--- src/rtl/fpaddsub_pkg.sv ---
// Shared types and constants for the FP add/sub issue arbiter.
// The tag id is sized for the largest supported requester count (8).
package fpaddsub_pkg;

    localparam int          FP_W     = 32;
    localparam logic [31:0] FP_QNAN  = 32'h7FC00000;
    localparam logic        OP_ADD   = 1'b0;
    localparam logic        OP_SUB   = 1'b1;
    localparam int          TAG_ID_W = 3;

    typedef struct packed {
        logic                v;
        logic [TAG_ID_W-1:0] id;
    } tag_t;

endpackage

--- src/rtl/fpaddsub_rr_pick.sv ---
// Combinational round-robin picker: first eligible index at or after ptr,
// wrapping modulo NREQ.
module fpaddsub_rr_pick
    import fpaddsub_pkg::*;
#(
    parameter int NREQ = 4,
    parameter int ID_W = 2
) (
    input  logic [NREQ-1:0] elig,
    input  logic [ID_W-1:0] ptr,
    output logic [NREQ-1:0] grant,
    output logic [ID_W-1:0] winner,
    output logic            any
);

    logic [ID_W-1:0] cand;

    always_comb begin
        grant  = '0;
        winner = '0;
        any    = 1'b0;
        cand   = '0;
        for (int k = 0; k < NREQ; k++) begin
            cand = ID_W'((32'(ptr) + 32'(k)) % 32'(NREQ));
            if (!any && elig[cand]) begin
                any    = 1'b1;
                winner = cand;
            end
        end
        if (any) grant[winner] = 1'b1;
    end

endmodule

--- src/rtl/fpaddsub_issue_arbiter.sv ---
// Shares one fixed-latency FP add/sub pipeline between NREQ requesters with
// round-robin issue, a tag shift register and one result slot per requester.
module fpaddsub_issue_arbiter
    import fpaddsub_pkg::*;
#(
    parameter int NREQ     = 4,
    parameter int PIPE_LAT = 4
) (
    input  logic               clk,
    input  logic               rst,
    input  logic [NREQ-1:0]    req_valid,
    output logic [NREQ-1:0]    req_ready,
    input  logic [NREQ*32-1:0] req_a,
    input  logic [NREQ*32-1:0] req_b,
    input  logic [NREQ-1:0]    req_op,
    output logic               dp_valid,
    output logic [31:0]        dp_a,
    output logic [31:0]        dp_b,
    output logic               dp_op,
    input  logic               dp_res_valid,
    input  logic [31:0]        dp_res,
    output logic [NREQ-1:0]    res_valid,
    output logic [NREQ*32-1:0] res_data,
    input  logic [NREQ-1:0]    res_ready,
    output logic               err
);

    localparam int ID_W = (NREQ > 1) ? $clog2(NREQ) : 1;

    logic [NREQ-1:0] busy_q;
    logic [NREQ-1:0] elig;
    logic [NREQ-1:0] grant;
    logic [ID_W-1:0] ptr;
    logic [ID_W-1:0] winner;
    logic            any;
    logic [FP_W-1:0] sel_a;
    logic [FP_W-1:0] sel_b;
    logic            sel_op;
    logic [FP_W-1:0] ret_val;
    logic [NREQ-1:0] ret_hit;
    tag_t            tags [PIPE_LAT];
    tag_t            last;

    // Grants are masked during reset so every output reads zero while rst is high.
    assign elig      = req_valid & ~busy_q & {NREQ{~rst}};
    assign req_ready = grant;

    fpaddsub_rr_pick #(
        .NREQ (NREQ),
        .ID_W (ID_W)
    ) u_pick (
        .elig   (elig),
        .ptr    (ptr),
        .grant  (grant),
        .winner (winner),
        .any    (any)
    );

    assign sel_a   = req_a[FP_W*winner +: FP_W];
    assign sel_b   = req_b[FP_W*winner +: FP_W];
    assign sel_op  = req_op[winner];
    assign last    = tags[PIPE_LAT-1];
    assign ret_val = dp_res_valid ? dp_res : FP_QNAN;

    // Decoding the full tag id keeps the retire path free of variable part-selects.
    always_comb begin
        ret_hit = '0;
        for (int i = 0; i < NREQ; i++) begin
            ret_hit[i] = last.v && (last.id == TAG_ID_W'(i));
        end
    end

    always_ff @(posedge clk or posedge rst) begin
        if (rst) begin
            dp_valid  <= 1'b0;
            dp_a      <= '0;
            dp_b      <= '0;
            dp_op     <= 1'b0;
            ptr       <= '0;
            busy_q    <= '0;
            res_valid <= '0;
            res_data  <= '0;
            err       <= 1'b0;
            for (int i = 0; i < PIPE_LAT; i++) tags[i] <= '0;
        end else begin
            dp_valid <= any;
            if (any) begin
                dp_a  <= sel_a;
                dp_b  <= sel_b;
                dp_op <= sel_op;
                ptr   <= (winner == ID_W'(NREQ-1)) ? '0 : winner + 1'b1;
            end

            // Stage 0 always mirrors what is currently on dp_*.
            tags[0] <= '{v: any, id: TAG_ID_W'(winner)};
            for (int i = 1; i < PIPE_LAT; i++) tags[i] <= tags[i-1];

            for (int i = 0; i < NREQ; i++) begin
                if (grant[i]) begin
                    busy_q[i] <= 1'b1;
                end else if (res_valid[i] && res_ready[i]) begin
                    busy_q[i]    <= 1'b0;
                    res_valid[i] <= 1'b0;
                end
                if (ret_hit[i]) begin
                    res_valid[i]              <= 1'b1;
                    res_data[FP_W*i +: FP_W]  <= ret_val;
                end
            end

            if (last.v != dp_res_valid) err <= 1'b1;
        end
    end

endmodule

--- config.mk ---
export PLATFORM = sky130hd
export DESIGN_NAME = fpaddsub_issue_arbiter
export DESIGN_NICKNAME = d
export VERILOG_FILES = /design/src/rtl/fpaddsub_pkg.sv /design/src/rtl/fpaddsub_rr_pick.sv /design/src/rtl/fpaddsub_issue_arbiter.sv
export SDC_FILE = /design/constraint.sdc
export NUM_CORES = 1
export LEC_CHECK = 0
export CAP_MARGIN = 40
export CELL_PAD_IN_SITES_DETAIL_PLACEMENT = 1
export CELL_PAD_IN_SITES_GLOBAL_PLACEMENT = 2
export CORE_MARGIN = 2
export CORE_UTILIZATION = 28
export CTS_BUF_LIST = sky130_fd_sc_hd__clkbuf_8
export DETAILED_ROUTE_END_ITERATION = 10
export PLACE_DENSITY = 0.94
export SETUP_SLACK_MARGIN = 0.02
export SYNTH_ARGS = -nofsm -noshare
export SYNTH_HDL_FRONTEND = slang
export SYNTH_HIERARCHICAL = 1
export SYNTH_SLANG_ARGS = --single-unit
--- constraint.sdc ---
create_clock -name clk -period 17.6 [get_ports clk]
set_input_delay 3.52 -clock clk [delete_from_list [all_inputs] [get_ports clk]]
set_output_delay 3.52 -clock clk [all_outputs]
set_load 0.02 [all_outputs]
=== Word-level counts from Yosys, hierarchy flattened ===
Cells that the tools add are included.

* Flip-flop bits (word level): 216
* Bits in latches: 0
* Bits in writable memories: 0
* Memory bits (read-only): 0
* Input port bits: 303
* Output and inout bits: 203
* Word-level logic and storage cells: 117
* Memories kept: 0

* Add/subtract/negate cells: 4
* Multipliers: 0
* Div/mod/pow operators: 0
* Magnitude comparators: 6
* Eq/ne operators: 9
* Shifts and indexed selects: 2
* Mux-type cells: 39
* Bitwise logic cells: 4
* Reduce and logical (&&, ||, !) cells: 28

{| class="wikitable"
|+ Operators by type and width
! cell !! number
|-
| $shiftx A128 B8 Y32 || 2
|-
| $mux W32 || 1
|-
| $mux W1 || 26
|-
| $reduce_bool A2 Y1 || 8
|-
| $lt A2 B3 Y1 const B || 5
|-
| $logic_and A1 B1 Y1 || 12
|-
| $bmux W1 S2 || 5
|-
| $mux W2 || 5
|-
| $and A4 B4 Y4 || 2
|-
| $ne A2 B1 Y1 const B || 4
|-
| $reduce_and A2 Y1 || 4
|-
| $eq A2 B2 Y1 const B || 3
|-
| $add A2 B1 Y2 const B || 2
|-
| $add A2 B2 Y2 const B || 2
|-
| $mux W4 || 1
|-
| $not A4 Y4 || 1
|-
| $logic_not A1 Y1 || 3
|-
| $logic_not A3 Y1 || 1
|-
| $demux W1 S2 || 1
|-
| $eq A2 B1 Y1 const B || 1
|-
| $ge A2 B1 Y1 const B || 1
|-
| $ne A1 B1 Y1 || 1
|-
| $not A1 Y1 || 1
|}

=== Logic depth before layout (Yosys ltp) ===
* Word-level depth: 22
* Depth in mapped cells: 10

=== Modules after synthesis ===
Netlist, hierarchy kept.

{| class="wikitable"
|+ By module, submodules not included
! module !! times used !! cells an instance !! area each (um^2) !! sequential area each (um^2)
|-
| fpaddsub_issue_arbiter || 1 || 723 || 10,209.8 || 5,405.2
|-
| fpaddsub_rr_pick || 1 || 32 || 182.7 || 0.0
|}

=== Worst setup path before layout ===
Ideal clock, no wire load.

* Path kind: input -> output
* Start: input port rst
* End: output port req_ready[3]
* Arrival: 4.694 ns
* Path slack: 9.386 ns
* Cell stages on the path: 3
* Path buffers: 0
* Cell sequence: nor3b_1 inv_1 a211oi_1

* Longest elaborated chain between the ends: 19

{| class="wikitable"
|+ RTL lines
! what !! line !! text
|-
| from (decl) || fpaddsub_issue_arbiter.sv:10 || <nowiki>input logic rst,</nowiki>
|-
| $not A1 Y1 * || fpaddsub_issue_arbiter.sv:45 || <nowiki>assign elig = req_valid & ~busy_q & {NREQ{~rst}};</nowiki>
|-
| $and A4 B4 Y4 * || fpaddsub_issue_arbiter.sv:45 ||
|-
| $bmux W1 S2 || fpaddsub_rr_pick.sv:25 || <nowiki>if (!any && elig[cand]) begin</nowiki>
|-
| $mux W1 (implied by the code) || fpaddsub_rr_pick.sv:25 ||
|-
| $mux W1 || fpaddsub_rr_pick.sv:25 ||
|-
| $logic_not A1 Y1 || fpaddsub_rr_pick.sv:25 ||
|-
| $logic_and A1 B1 Y1 || fpaddsub_rr_pick.sv:25 ||
|-
| $mux W1 || fpaddsub_rr_pick.sv:25 ||
|-
| (+3 left out) || n/a ||
|-
| $logic_not A1 Y1 || fpaddsub_rr_pick.sv:25 ||
|-
| $logic_and A1 B1 Y1 || fpaddsub_rr_pick.sv:25 ||
|-
| $mux W2 || fpaddsub_rr_pick.sv:25 ||
|-
| $lt A2 B3 Y1 (implied by the code) or $ge A2 B1 Y1 (tied branches) || fpaddsub_rr_pick.sv:30 || <nowiki>if (any) grant[winner] = 1'b1;</nowiki>
|-
| $logic_and A1 B1 Y1 (implied by the code) || fpaddsub_rr_pick.sv:30 ||
|-
| $mux W1 (implied by the code) || fpaddsub_rr_pick.sv:30 ||
|-
| $demux W1 S2 || n/a ||
|-
| $mux W4 * || fpaddsub_rr_pick.sv:30 ||
|-
| to (decl) || fpaddsub_issue_arbiter.sv:12 || <nowiki>output logic [NREQ-1:0] req_ready,</nowiki>
|}

Every way passes the cells marked *; elsewhere a longest branch is shown, timed or not. The select of a mux whose other input is x is not followed.

=== Worst setup path in the final report ===
* Start: input port rst
* End: output port req_ready[2]

* Longest elaborated chain between the ends: 19

{| class="wikitable"
|+ RTL lines
! what !! line !! text
|-
| $not A1 Y1 * || fpaddsub_issue_arbiter.sv:45 ||
|-
| $and A4 B4 Y4 * || fpaddsub_issue_arbiter.sv:45 ||
|-
| via elig[2] || fpaddsub_issue_arbiter.sv:31 || <nowiki>logic [NREQ-1:0] elig;</nowiki>
|-
| $bmux W1 S2 || fpaddsub_rr_pick.sv:25 ||
|-
| $mux W1 (implied by the code) || fpaddsub_rr_pick.sv:25 ||
|-
| $mux W1 || fpaddsub_rr_pick.sv:25 ||
|-
| $logic_not A1 Y1 || fpaddsub_rr_pick.sv:25 ||
|-
| $logic_and A1 B1 Y1 || fpaddsub_rr_pick.sv:25 ||
|-
| (+4 left out) || n/a ||
|-
| $logic_not A1 Y1 || fpaddsub_rr_pick.sv:25 ||
|-
| $logic_and A1 B1 Y1 || fpaddsub_rr_pick.sv:25 ||
|-
| $mux W2 || fpaddsub_rr_pick.sv:25 ||
|-
| $lt A2 B3 Y1 (implied by the code) or $ge A2 B1 Y1 (tied branches) || fpaddsub_rr_pick.sv:30 ||
|-
| $logic_and A1 B1 Y1 (implied by the code) || fpaddsub_rr_pick.sv:30 ||
|-
| $mux W1 (implied by the code) || fpaddsub_rr_pick.sv:30 ||
|-
| $demux W1 S2 || n/a ||
|-
| $mux W4 * || fpaddsub_rr_pick.sv:30 ||
|}

The timed path passes the listed nets; every way through them passes the cells marked *. The select of a mux whose other input is x is not followed.

==> impl_metrics.py <==
metrics = {
    "floorplanning": {
        "core_mm2": 0.0366,
        "dieArea_mm2": 0.0387,
        "io_pins": 506,
        "die_w_um": 197,
        "fp-row-count": 70,
        "start_util_pct": 28.4,
        "die_h_um": 197,
    },
    "synthesis": {
        "synth_fa_ha_area_share_pct": 0.120,
        "yosysTopAreaCellShare_pct": 52.0,
        "synth_compound_area_share_pct": 6.93,
        "synth-main-ff-cell": "dfrtp_1",
        "yosys.area.top_type": "dfrtp_1",
        "synthMuxAreaShare_pct": 28.8,
        "synth.area.top_cells": "dfrtp_1 52%, mux2i_1 13%, mux2_4 8.8%",
        "syn_inst": 755,
        "synth_fp_nets": 1059,
        "syn_avg_cell_area_um2": 13.8,
        "ys_async_sr_fraction_pct": 100,
        "netlist_area_mm2": 0.0104,
        "synth_seq_cells": 216,
        "ys_warn_count": 6,
        "synth_cell_type_count": 36,
        "synth-simple-area-share_pct": 7.74,
        "synth_top_family_by_area": "multiplexers",
        "synth_xor_area_share_pct": 0.0843,
        "ys_seq_area_share_pct": 52.0,
        "synth_edf_count": 0,
    },
    "run_status": {
        "status": "complete, no violations",
    },
    "sta": {
        "rsz0062_at_grt": "false",
        "max-slew-margin-rel_pct": 31.4,
        "max_slew.worst_pin.slew_ps": 1030,
        "max_freq_ghz": 0.103,
        "setup_viol": 0,
        "hold_viol_final": 0,
        "fin_crit_sh_pct": 55.1,
        "fin_setup_tns_ps": 0,
        "worst_clock_skew_ps": 21.4,
        "slew_viol_final": 0,
        "min_period_ps": 9700,
    },
    "drt": {
        "drt-total-wl_mm": 37.9,
        "wl_met1_mm": 13.7,
        "wl_met3_mm": 3.63,
        "dr.first_iter.drc_count": 211,
        "dr.pass1.iters": 4,
        "vias": 8431,
        "top_layer_used": "met5",
        "drc": 0,
        "route.detailed.wl_per_inst_um": 21.5,
        "vias_per_cell": 4.77,
        "dr_wl_met2_mm": 19.4,
        "final_antenna_net_count": 0,
    },
    "clock_network": {
        "cts_tree": "built",
        "clk_path_buf_depth": 3,
        "cts_buffers": 42,
        "cts_max_level": 2,
        "clock-sinks": 216,
        "insertion_delay_ps": 600,
        "ctsResizeCount": 0,
        "cts_root_buf": "clkbuf_8",
        "path_clk_slew_ps": 60,
        "cts_setup_buffers": 0,
        "ctsHoldBuffers": 0,
    },
    "worst_hold_path": {
        "hp-class": "flip-flop to flip-flop",
        "hold_path_depth": 0,
        "hp-start": "tags[9]$_DFF_PP0_",
        "hold_path_end": "tags[5]$_DFF_PP0_",
    },
    "cells_and_area": {
        "final_common_cell": "clkdlybuf4s50_1",
        "nets": 1565,
        "fin_cells": 1766,
        "fillers": 3895,
        "drive_gt1_share_pct": 16.0,
        "syn_to_final_growth_pct": 60.0,
        "final-seq-area_mm2": 0.00541,
        "mostFrequentLayoutCells": "505 x clkdlybuf4s50_1, 216 x dfrtp_1, 130 x mux2i_1",
        "multi_input_area_mm2": 0.00456,
    },
    "run": {
        "cap_violations": 0,
    },
    "power_and_ir_drop": {
        "power_density_mw_per_mm2": 162,
        "p_leak_nw": 6.82,
        "ir_worst_vdd_v": 0.0000724,
    },
    "setup_path": {
        "r2r_start": "busy_q[1]$_DFFE_PP0P_",
        "crit_type": "primary input to primary output",
        "worstPathArrival_ps": 6180,
        "worst_setup_path_end_kind": "primary output",
        "cp.required_ps": 14080,
        "rr_endpoint": "dp_a[17]$_DFFE_PP0P_",
        "r2r.worst_path.cells": 7,
        "r2r_slack_ps": 14390,
        "startpoint_type": "primary input",
        "crit_fanout": 8,
    },
    "placed_design": {
        "dp_hpwl_mm": 27.7,
        "gp_congestion": 0.828,
        "io_buffers": 505,
        "dp_cells": 1685,
    },
    "grt": {
        "grt-ovfl-total": 0,
        "grt_use_total_pct": 19.4,
        "antenna_found_initial": 10,
        "grt_max_degree": 131,
        "grt_pass1_vias": 9492,
        "grt_pass1_wl_mm": 57.1,
    },
}
[area by class of cell]
cell class / instances / share of cell area, %
clock buffer: 49 / 4.06
inverter: 5 / 0.158
clock inverter: 24 / 0.918
antenna: 8 / 0.120
multi-input combinational: 478 / 27.4
sequential: 216 / 32.5
tap: 468 / 3.52
timing repair buffer: 518 / 31.3
[how the worst max path moves through the flow]
stage | from | to
final | rst | req_ready[2]
after global routing | rst | req_ready[2]
after CTS | rst | req_ready[2]
after detailed placement | rst | req_ready[2]
after global placement | rst | req_ready[2]
after floorplan | rst | busy_q[0]$_DFFE_PP0P_
[cells in the mapped netlist (all sizes together) (3+ instances only)]
cell	n
a21o	8
a21oi	5
and2	23
buf	40
clkbuf	16
dfrtp	216
inv	5
mux2	130
mux2i	130
nand2	7
nand2b	83
nor2	6
nor3b	5
o21ai	3
o221ai	65
[cell families (layout without fill, tap and decap cells)]
family / after synthesis / in the layout
flops: 216 / 216
buf+inv: 61 / 596
fa+ha+maj: 1 / 1
other cells: 0 / 8
simple gates: 130 / 130
xor+xnor: 1 / 1
mux: 260 / 260
compound gates: 86 / 86
[registers in the layout (all words and copies together), names as in the netlist]
signal     cells
err            1
tags           9
dp_a          32
ptr            2
dp_op          1
last           3
res_data     128
res_valid      4
dp_b          32
busy_q         4
[critical path, cell delays in order]
cell,delay (ps)
clkdlybuf4s50_1,580
nor3b_1,770
nor2b_1,580
clkdlybuf4s50_1,720
[layer usage]
metal | vias up | global-route usage (%)
met3 | 70 | 7.51
li1 | 3775 | -
met1 | 4209 | 20.5
met2 | 375 | 34.3
met5 | - | 0
met4 | 2 | 8.74
[through the flow]
stage          cell area [um2]  power, mW  utilization, %  worst slack (ps)  hold WS (ps)
4_1_cts                  16600       2.73            45.4              7800           339
3_5_place_dp             15800       2.21            43.1              7800           337
2_1_floorplan            10400       1.56               -              8170           331
5_1_grt                  16600       2.85            45.4              7720           345
3_3_place_gp             15700       2.17            42.9              7900           332
6_report                 16600       2.69            45.4              7900           343
[report_power, final]
group | switching, mW | internal, mW | total [mW]
Combinational | 0.643 | 0.696 | 1.34
Sequential | 0.135 | 0.717 | 0.852
Clock | 0.234 | 0.270 | 0.504
Total | 1.01 | 1.68 | 2.69
(Power assumes the default switching activity.)
